File: src/rtl/md_unit_pkg.sv
// Shared op encodings, FSM state encodings and small helpers for the HI/LO
// multiply/divide unit. Imported by the decoder and by md_unit.
package md_unit_pkg;

  typedef enum logic [2:0] {
    OP_MULT  = 3'b000,
    OP_MULTU = 3'b001,
    OP_DIV   = 3'b010,
    OP_DIVU  = 3'b011,
    OP_MTHI  = 3'b100,
    OP_MTLO  = 3'b101
  } md_op_e;

  typedef enum logic [1:0] {
    ST_IDLE = 2'b00,
    ST_MUL  = 2'b01,
    ST_DIV  = 2'b10,
    ST_FIX  = 2'b11
  } md_state_e;

  localparam int unsigned DIV_ITERS = 32;

  function automatic logic [31:0] abs32(input logic [31:0] v);
    return v[31] ? (~v + 32'd1) : v;
  endfunction

  function automatic logic [31:0] neg_if(input logic [31:0] v, input logic n);
    return n ? (~v + 32'd1) : v;
  endfunction

endpackage

File: src/rtl/md_unit_div_core.sv
// Radix-2 restoring divider on unsigned magnitudes: one quotient bit per cycle,
// DIV_ITERS cycles after go. Divide by zero naturally yields all-ones/dividend.
module div_core
  import md_unit_pkg::*;
(
  input  logic        clk,
  input  logic        rst,
  input  logic        go,
  input  logic [31:0] dividend,
  input  logic [31:0] divisor,
  output logic [31:0] quotient,
  output logic [31:0] remainder
);

  logic [31:0] r_quo;
  logic [31:0] r_rem;
  logic [31:0] r_dvs;
  logic [5:0]  r_cnt;
  logic [32:0] w_trial;

  // Shift the next dividend bit into the partial remainder and try a subtract.
  assign w_trial   = {r_rem, r_quo[31]} - {1'b0, r_dvs};
  assign quotient  = r_quo;
  assign remainder = r_rem;

  always_ff @(posedge clk) begin
    if (rst) begin
      r_quo <= '0;
      r_rem <= '0;
      r_dvs <= '0;
      r_cnt <= '0;
    end else if (go) begin
      r_quo <= dividend;
      r_rem <= '0;
      r_dvs <= divisor;
      r_cnt <= 6'(DIV_ITERS);
    end else if (r_cnt != 6'd0) begin
      r_cnt <= r_cnt - 6'd1;
      if (!w_trial[32]) begin
        r_rem <= w_trial[31:0];
        r_quo <= {r_quo[30:0], 1'b1};
      end else begin
        r_rem <= {r_rem[30:0], r_quo[31]};
        r_quo <= {r_quo[30:0], 1'b0};
      end
    end
  end

endmodule

File: src/rtl/md_unit.sv
// HI/LO multiply/divide unit: sequencing FSM, two-stage multiply, divide sign
// handling and the architectural HI/LO registers.
//   state | meaning
//   IDLE  | ready; MTHI/MTLO complete here in one edge
//   MUL   | two cycles: operand register, then product register
//   DIV   | 32 restoring iterations running in div_core
//   FIX   | apply sign correction and write HI/LO
module md_unit
  import md_unit_pkg::*;
(
  input  logic        clk,
  input  logic        rst,
  input  logic        start,
  input  logic [2:0]  op,
  input  logic [31:0] a,
  input  logic [31:0] b,
  input  logic        flush,
  output logic        busy,
  output logic [31:0] hi,
  output logic [31:0] lo,
  output logic        done
);

  md_state_e   r_state, w_state_nxt;
  logic        r_mul_cnt;
  logic [4:0]  r_div_cnt;
  logic [63:0] r_ma, r_mb, r_prod;
  logic        r_neg_q, r_neg_r;
  logic        w_done;

  logic        w_accept, w_is_mul, w_is_div, w_mthi, w_mtlo, w_signed_div;
  logic [63:0] w_prod;
  logic [31:0] w_dvd, w_dvs, w_quo, w_rem;

  assign w_accept     = start && !flush && (r_state == ST_IDLE);
  assign w_is_mul     = w_accept && (op == OP_MULT || op == OP_MULTU);
  assign w_is_div     = w_accept && (op == OP_DIV || op == OP_DIVU);
  assign w_mthi       = w_accept && (op == OP_MTHI);
  assign w_mtlo       = w_accept && (op == OP_MTLO);
  assign w_signed_div = (op == OP_DIV);

  assign w_dvd  = w_signed_div ? abs32(a) : a;
  assign w_dvs  = w_signed_div ? abs32(b) : b;
  // Operands are pre-extended to 64 bits, so the low 64 product bits are exact.
  assign w_prod = r_ma * r_mb;

  div_core u_div_core (
    .clk       (clk),
    .rst       (rst),
    .go        (w_is_div),
    .dividend  (w_dvd),
    .divisor   (w_dvs),
    .quotient  (w_quo),
    .remainder (w_rem)
  );

  always_comb begin
    w_state_nxt = r_state;
    w_done      = 1'b0;
    case (r_state)
      ST_IDLE: begin
        if (w_is_mul)      w_state_nxt = ST_MUL;
        else if (w_is_div) w_state_nxt = ST_DIV;
      end
      ST_MUL: begin
        if (flush) begin
          w_state_nxt = ST_IDLE;
        end else if (r_mul_cnt) begin
          w_state_nxt = ST_IDLE;
          w_done      = 1'b1;
        end
      end
      ST_DIV: begin
        if (flush)                 w_state_nxt = ST_IDLE;
        else if (r_div_cnt == 5'd0) w_state_nxt = ST_FIX;
      end
      ST_FIX: begin
        w_state_nxt = ST_IDLE;
        w_done      = !flush;
      end
      default: w_state_nxt = ST_IDLE;
    endcase
  end

  assign done = w_done && !rst;

  always_ff @(posedge clk) begin
    if (rst) begin
      r_state   <= ST_IDLE;
      busy      <= 1'b0;
      r_mul_cnt <= 1'b0;
      r_div_cnt <= '0;
      r_ma      <= '0;
      r_mb      <= '0;
      r_prod    <= '0;
      r_neg_q   <= 1'b0;
      r_neg_r   <= 1'b0;
      hi        <= '0;
      lo        <= '0;
    end else begin
      r_state <= w_state_nxt;
      busy    <= (w_state_nxt != ST_IDLE);

      if (w_is_mul) begin
        r_ma      <= (op == OP_MULT) ? {{32{a[31]}}, a} : {32'd0, a};
        r_mb      <= (op == OP_MULT) ? {{32{b[31]}}, b} : {32'd0, b};
        r_mul_cnt <= 1'b0;
      end
      if (r_state == ST_MUL) begin
        r_mul_cnt <= 1'b1;
        r_prod    <= w_prod;
      end

      if (w_is_div) begin
        r_div_cnt <= 5'(DIV_ITERS - 1);
        r_neg_q   <= w_signed_div && (a[31] ^ b[31]);
        r_neg_r   <= w_signed_div && a[31];
      end else if (r_state == ST_DIV && r_div_cnt != 5'd0) begin
        r_div_cnt <= r_div_cnt - 5'd1;
      end

      if (w_mthi) hi <= a;
      if (w_mtlo) lo <= a;
      if (w_done) begin
        if (r_state == ST_MUL) begin
          hi <= r_prod[63:32];
          lo <= r_prod[31:0];
        end else begin
          hi <= neg_if(w_rem, r_neg_r);
          lo <= neg_if(w_quo, r_neg_q);
        end
      end
    end
  end

endmodule

File: config.mk
export PLATFORM = sky130hd
export DESIGN_NAME = md_unit
export DESIGN_NICKNAME = d
export VERILOG_FILES = /design/src/rtl/md_unit_pkg.sv /design/src/rtl/md_unit_div_core.sv /design/src/rtl/md_unit.sv
export SDC_FILE = /design/constraint.sdc
export NUM_CORES = 2
export LEC_CHECK = 0
export CORE_MARGIN = 3
export CORE_UTILIZATION = 70
export CTS_BUF_LIST = sky130_fd_sc_hd__clkbuf_16
export DETAILED_ROUTE_END_ITERATION = 10
export PLACE_DENSITY = 0.93
export SETUP_SLACK_MARGIN = 0.5
export SYNTH_ARGS = -nofsm -noshare
export SYNTH_HDL_FRONTEND = slang
export SYNTH_HIERARCHICAL = 1
export SYNTH_SLANG_ARGS = --single-unit
File: constraint.sdc
create_clock -name clk -period 14.2 [get_ports clk]
set_input_delay 4.26 -clock clk [delete_from_list [all_inputs] [get_ports clk]]
set_output_delay 4.26 -clock clk [all_outputs]
set_load 0.02 [all_outputs]
---- After elaboration in Yosys (flattened, before gate mapping) ----
Cells that the tools add are included.
word-level totals
  flip-flop bits (word level) ............. 369
  bits in latches ......................... 0
  bits in writable memories ............... 0
  bits in read-only memories .............. 0
  input port bits ......................... 71
  output and inout bits ................... 66
  memories kept ........................... 0
operators by class
  add/subtract/negate cells ............... 7
  multipliers ............................. 1
  div/mod/pow operators ................... 0
  $lt $le $gt $ge ......................... 0
  equal/unequal tests ..................... 8
  shift operators ......................... 0
  mux-type cells .......................... 34
  bitwise logic cells ..................... 5
  reductions and logical operators ........ 26
operators by type and width
  operator                                             number
  2-to-1 mux 32 bit                                    15
  adder 32 x 1 -> 32 bit, second input constant        4
  2-to-1 mux 64 bit                                    2
  inverter 32 bit                                      4
  multiplier 64 x 64 -> 64 bit                         1
  subtractor 33 x 32 -> 33 bit                         1
  2-to-1 mux 2 bit                                     6
  2-to-1 mux 6 bit                                     2
  nonzero test 2 bit                                   6
  logical AND 1 bit                                    10
  2-to-1 mux 5 bit                                     2
  case mux 2 bit (4 select lines)                      1
  equality test 3 x 2 -> 1 bit, second input constant  2
  equality test 3 bit, second input constant           2
  nonzero test 6 bit                                   1
  subtractor 6 x 1 -> 6 bit, second input constant     1
  zero test 5 bit                                      1
  2-to-1 mux 1 bit                                     5
  nonzero test 5 bit                                   1
  subtractor 5 x 1 -> 5 bit, second input constant     1
  equality test 2 bit, second input constant           2
  equality test 3 x 1 -> 1 bit, second input constant  1
  zero test 3 bit                                      1
  equality test 2 x 1 -> 1 bit, second input constant  1
  other kinds (6)                                      8

---- Depth between registers and ports, before layout ----
  word-level depth ........................ 8
  mapped depth ............................ 34
  depth with buffers taken out ............ 32

---- Cells and area by module ----
Netlist, hierarchy kept.
modules (own cells, without submodules)
  module    times used  cells each  area an instance (um^2)  seq. area each (um^2)
  md_unit   1           6,493       58,506.1                 4,103.9
  div_core  1           799         6,063.3                  2,042.0

---- Worst setup path before layout ----
Ideal clock, no wire load.
  path type ............................... input port to output port
  from .................................... input port flush
  to ...................................... output port done
  arrival time ............................ 5.302 ns
  data required time ...................... 9.940 ns
  slack ................................... 4.638 ns
  cell stages on the path ................. 5
  path through ............................ inv_1 o211ai_1 clkbuf_1 clkbuf_1 nor2_1
between the ends
  longest elaborated chain between the ends .. 3
  elaborated cells between the ends (all ways) .. 4
ends and longest elaborated chain
  what                                                 line                          text
  from (decl)                                          md_unit.sv:17                 input logic flush,
  2-to-1 mux 1 bit or zero test 1 bit (tied branches)  md_unit.sv:66, md_unit.sv:79
  case mux 1 bit (2 select lines) (*)                  md_unit.sv:60                 case (r_state)
  logical AND 1 bit (*)                                md_unit.sv:85                 assign done = w_done && !rst;
  to (decl)                                            md_unit.sv:21                 output logic done
Mark *: on every way between the ends. The rest lies on a longest branch, timed or not.

---- Worst setup path after layout ----
Ends and elaborated chain as after synthesis.

==> results by group <==
Global route
  – Total global-route track usage: 0.418
  – Global-route wire length before repair: roughly 300 mm
  – Largest net degree at the start of global routing: 96
  – Most used routing layer in global routing: met2
  – Initial antenna violation count: 6
  – Vias in the first global route: between 50000 and 60000
  – Global Route met1 Usage: 0.543
  – Met2 Use GR: 0.647
  – Grt met3 use: 0.122
  – Total gr overflow: 0

Setup path
  – Worst Setup SP: flush
  – CP most frequent cell: clkdlybuf4s50_1
  – Endpoint type of the worst setup path: primary output
  – Crit-path leading delay family: buffers and inverters
  – Crit path to: done
  – FF-to-FF End: r_prod[60]$_SDFFE_PP0P_
  – WP data required: a little under 10000 ps
  – Reg2Reg Depth: 30
  – Critical Path AT: about 6000 ps
  – R2r setup slk: 4310 ps
  – CP bufs+invs: 4
  – Worst-path fanout max: 23
  – Crit Path Class: primary input to primary output
  – Levels on crit path: 6
  – Slowest CP cell: clkdlybuf4s50_1
  – CP max stage delay: between 600 and 700 ps
  – CP cell instances: clkdlybuf4s50_1 -> inv_1 -> o211ai_1 -> buf_4 -> nor2_1 -> clkdlybuf4s50_1
  – RR Startpoint: r_ma[62]$_SDFFE_PP0P_
  – Setup crit start kind: primary input

Placement
  – Placed inst area: 66700 um2
  – Detailed placer's ending HPWL: about 160 mm
  – PortBufs: 136
  – Placer Congestion: 1.00

Drt
  – Final wirelength: 194 mm
  – DRC viols: 0
  – Drt pass-1 iters: 10
  – Vias/cell: about 6.2
  – DRT antenna net count: 1
  – DR vias: roughly 52000
  – 1st-iter DRT viols: roughly 5300
  – WL/cell: 23.1 um

Clock network
  – CTS max path bufs: 3
  – H-tree depth: 2
  – Post-CTS Hold Buffers: 0
  – CTS Buf Count: 35
  – CTS tree: yes
  – Setup bufs post-CTS: 0
  – CTS Sinks: 307
  – Cts repair resizes: 0
  – Clk_lat worst skew: between 500 and 600 ps
  – Root Buffer: clkbuf_16
  – Clock transition at path regs: ~60 ps

Synthesis
  – Post-synthesis mux area share: 0.0109
  – Post-synthesis sequential area ratio: 0.0952
  – Adder-Cell Fraction of Synth Area: 0.511
  – Synthesized Nets: between 9000 and 10000
  – Post-Synth XOR/XNOR Area: 0.0343
  – Synth top area cells: fa_1 45%, dfxtp_1 9.5%, inv_1 9.5%, ha_1 6.5%, and2_1 5.9%
  – Main combinational cell family by area after synthesis: adder cells
  – Ys flop type: dfxtp_1
  – Post-synthesis compound-gate area fraction: 0.0797
  – Synth Instances: 7292
  – Simple-Gate Fraction of Synth Area: 0.153
  – Async SR Flop Fraction: 0
  – Mean Syn Cell Area: between 8 and 9 um2
  – Post-synth cell types: 79
  – Cell accounting for the most synthesized area: fa_1
  – Post-Syn Area: about 65000 um2
  – Seq cells post-synth: 307
  – Synthesis Warnings: 6
  – EDFF count, synth: 0
  – Top-area cell type share of the netlist area: 0.445

Floorplanning
  – Initial Util: 0.712
  – Die ar.: ~96000 um2
  – Placement Rows: 110
  – Die width: between 300 and 400 um
  – # IOs: roughly 140
  – Core Area: between 90000 and 100000 um2
  – Die height: slightly above 300 um

Cells and area
  – FF/Latch Area: 6150 um2
  – Area delta synth->final: 5.01%
  – Fill cell count: just under 6000
  – Layout cells sized above 1: 0.0255
  – Nets: 9029
  – Area occupied by multi-input gates: a little over 50000 um2
  – Post-route cell area: between 60000 and 70000 um2

Power and ir drop
  – PD cells: about 49 nW/um2
  – Worst VDD drop: 0.224 mV
  – Leakage Power: 0.0332 uW
  – Power Total: approximately 3300 uW

STA
  – RSZ-0062 raised after global routing: no
  – Setup TNS: 0 ps
  – Tcrit/Tclk final: 0.727
  – F_max: ~0.097 GHz
  – Clk_skew: between 20 and 25 ps
  – Finish-stage setup viols: 0
  – Crit path time final: roughly 10000 ps
  – Final hold vios: 0
  – Max-slew violations: 0
  – Slew of the pin with the lowest slew margin: 1160 ps
  – Slew HR: 0.227

Flow run
  – Max Cap Viol: 0

Run status
  – Failing checks: antenna rules
  – Outcome: complete, but fails checks

Hold path
  – Min-Delay Path Class: flip-flop to flip-flop
  – Hold depth: 2
==> per-stage QoR <==
step	cells	setup slack, ps	hold WS, ps	util
after floorplan	7292	4640	431	-
after global placement	8324	4040	442	0.735
after detailed placement	8324	3950	448	0.735
after CTS	8385	3940	456	0.747
after global routing	8388	3860	471	0.747
final	8394	3880	453	0.748
==> area by class of cell <==
| class | count | share of cell area |
|---|---|---|
| well taps | 1176 | 0.0217 |
| clock buffers | 35 | 0.0129 |
| repair buffers | 224 | 0.0299 |
| flip-flops and latches | 307 | 0.0908 |
| diodes | 9 | 0.000332 |
| inverters | 1629 | 0.0902 |
| clock inverters | 26 | 0.00310 |
| multi-input cells | 4988 | 0.751 |
==> per-layer routing <==
metal / wire (um) / vias up
met1: 69400 / 25600
met3: 25400 / 918
met4: 11100 / 2
met5: 16 / -
li1: - / 21700
met2: 88100 / 3669
==> cells by family after synthesis <==
group	after synthesis
AND/OR/NAND/NOR	2072
buffers and inverters	1997
adder cells (fa/ha/maj)	1773
AO/OA/AOI/OAI	822
flip-flops	307
XOR/XNOR	251
multiplexers	70
==> power by group <==
group | switching, uW | internal [uW] | total [uW] | leakage, uW
clock | 397 | 492 | 889 | 0.000553
combinational | 905 | 478 | 1380 | 0.0301
sequential | 97.7 | 921 | 1020 | 0.00249
==> how the worst min path moves through the flow <==
stage                                  startpoint                      end  slack [ps]
after global placement      r_ma[18]$_SDFFE_PP0P_    r_ma[18]$_SDFFE_PP0P_         440
after floorplan           r_prod[24]$_SDFFE_PP0P_  r_prod[24]$_SDFFE_PP0P_         430
after global routing        r_mb[24]$_SDFFE_PP0P_    r_mb[24]$_SDFFE_PP0P_         470
after CTS                   r_mb[21]$_SDFFE_PP0P_    r_mb[21]$_SDFFE_PP0P_         460
final                       r_mb[21]$_SDFFE_PP0P_    r_mb[21]$_SDFFE_PP0P_         450
after detailed placement    r_mb[21]$_SDFFE_PP0P_    r_mb[21]$_SDFFE_PP0P_         450
==> cell usage in the layout (no fill, tap or decap), types with 14 or more instances in the layout <==
master	n
dfxtp_1	301
xnor2_1	140
nand2_1	1000
nand4_1	17
clkdlybuf4s50_1	135
fa_1	1436
clkbuf_16	35
a21o_1	29
o31ai_1	23
or3_1	16
nor2_1	231
o21ai_0	124
nor3_1	47
xor2_1	109
a211oi_1	100
ha_1	337
and2_1	607
nor2b_1	14
and3_1	18
buf_4	88
a31oi_1	39
o21bai_1	19
a21oi_1	345
inv_1	1634
mux2i_1	70
nor4_1	15
nand3_1	45
a311oi_1	18
==> state kept, by name, indices dropped and copies added, names as in the netlist, 5 cells and up <==
| signal | count |
|---|---|
| u_div_core/quotient | 32 |
| u_div_core/r_cnt | 6 |
| hi | 32 |
| r_div_cnt | 5 |
| u_div_core/r_dvs | 32 |
| r_mb | 33 |
| r_prod | 64 |
| u_div_core/remainder | 32 |
| r_ma | 33 |
| lo | 32 |
==> cells in the mapped netlist (15+ instances only) <==
cell type / instances
nor2_1: 232
nand3_1: 45
a311oi_1: 18
nor4_1: 15
and3_1: 18
mux2i_1: 70
buf_1: 23
clkbuf_1: 329
nand2_1: 1000
inv_1: 1628
a21o_1: 29
and2_1: 607
xnor2_1: 141
o31ai_1: 23
nand4_1: 17
nor2b_1: 16
nor3_1: 48
a21oi_1: 345
dfxtp_1: 307
fa_1: 1436
or3_1: 17
a211oi_1: 100
o21ai_0: 124
xor2_1: 109
o21bai_1: 19
a31oi_1: 39
ha_1: 337
nand2b_1: 15
==> tightest hold or removal path, cell delays in order (launching register included) <==
cell,delay (ps)
dfxtp_1,310
nand2_1,50
a21oi_1,50
No activity file was read; power rests on OpenSTA's default activity.
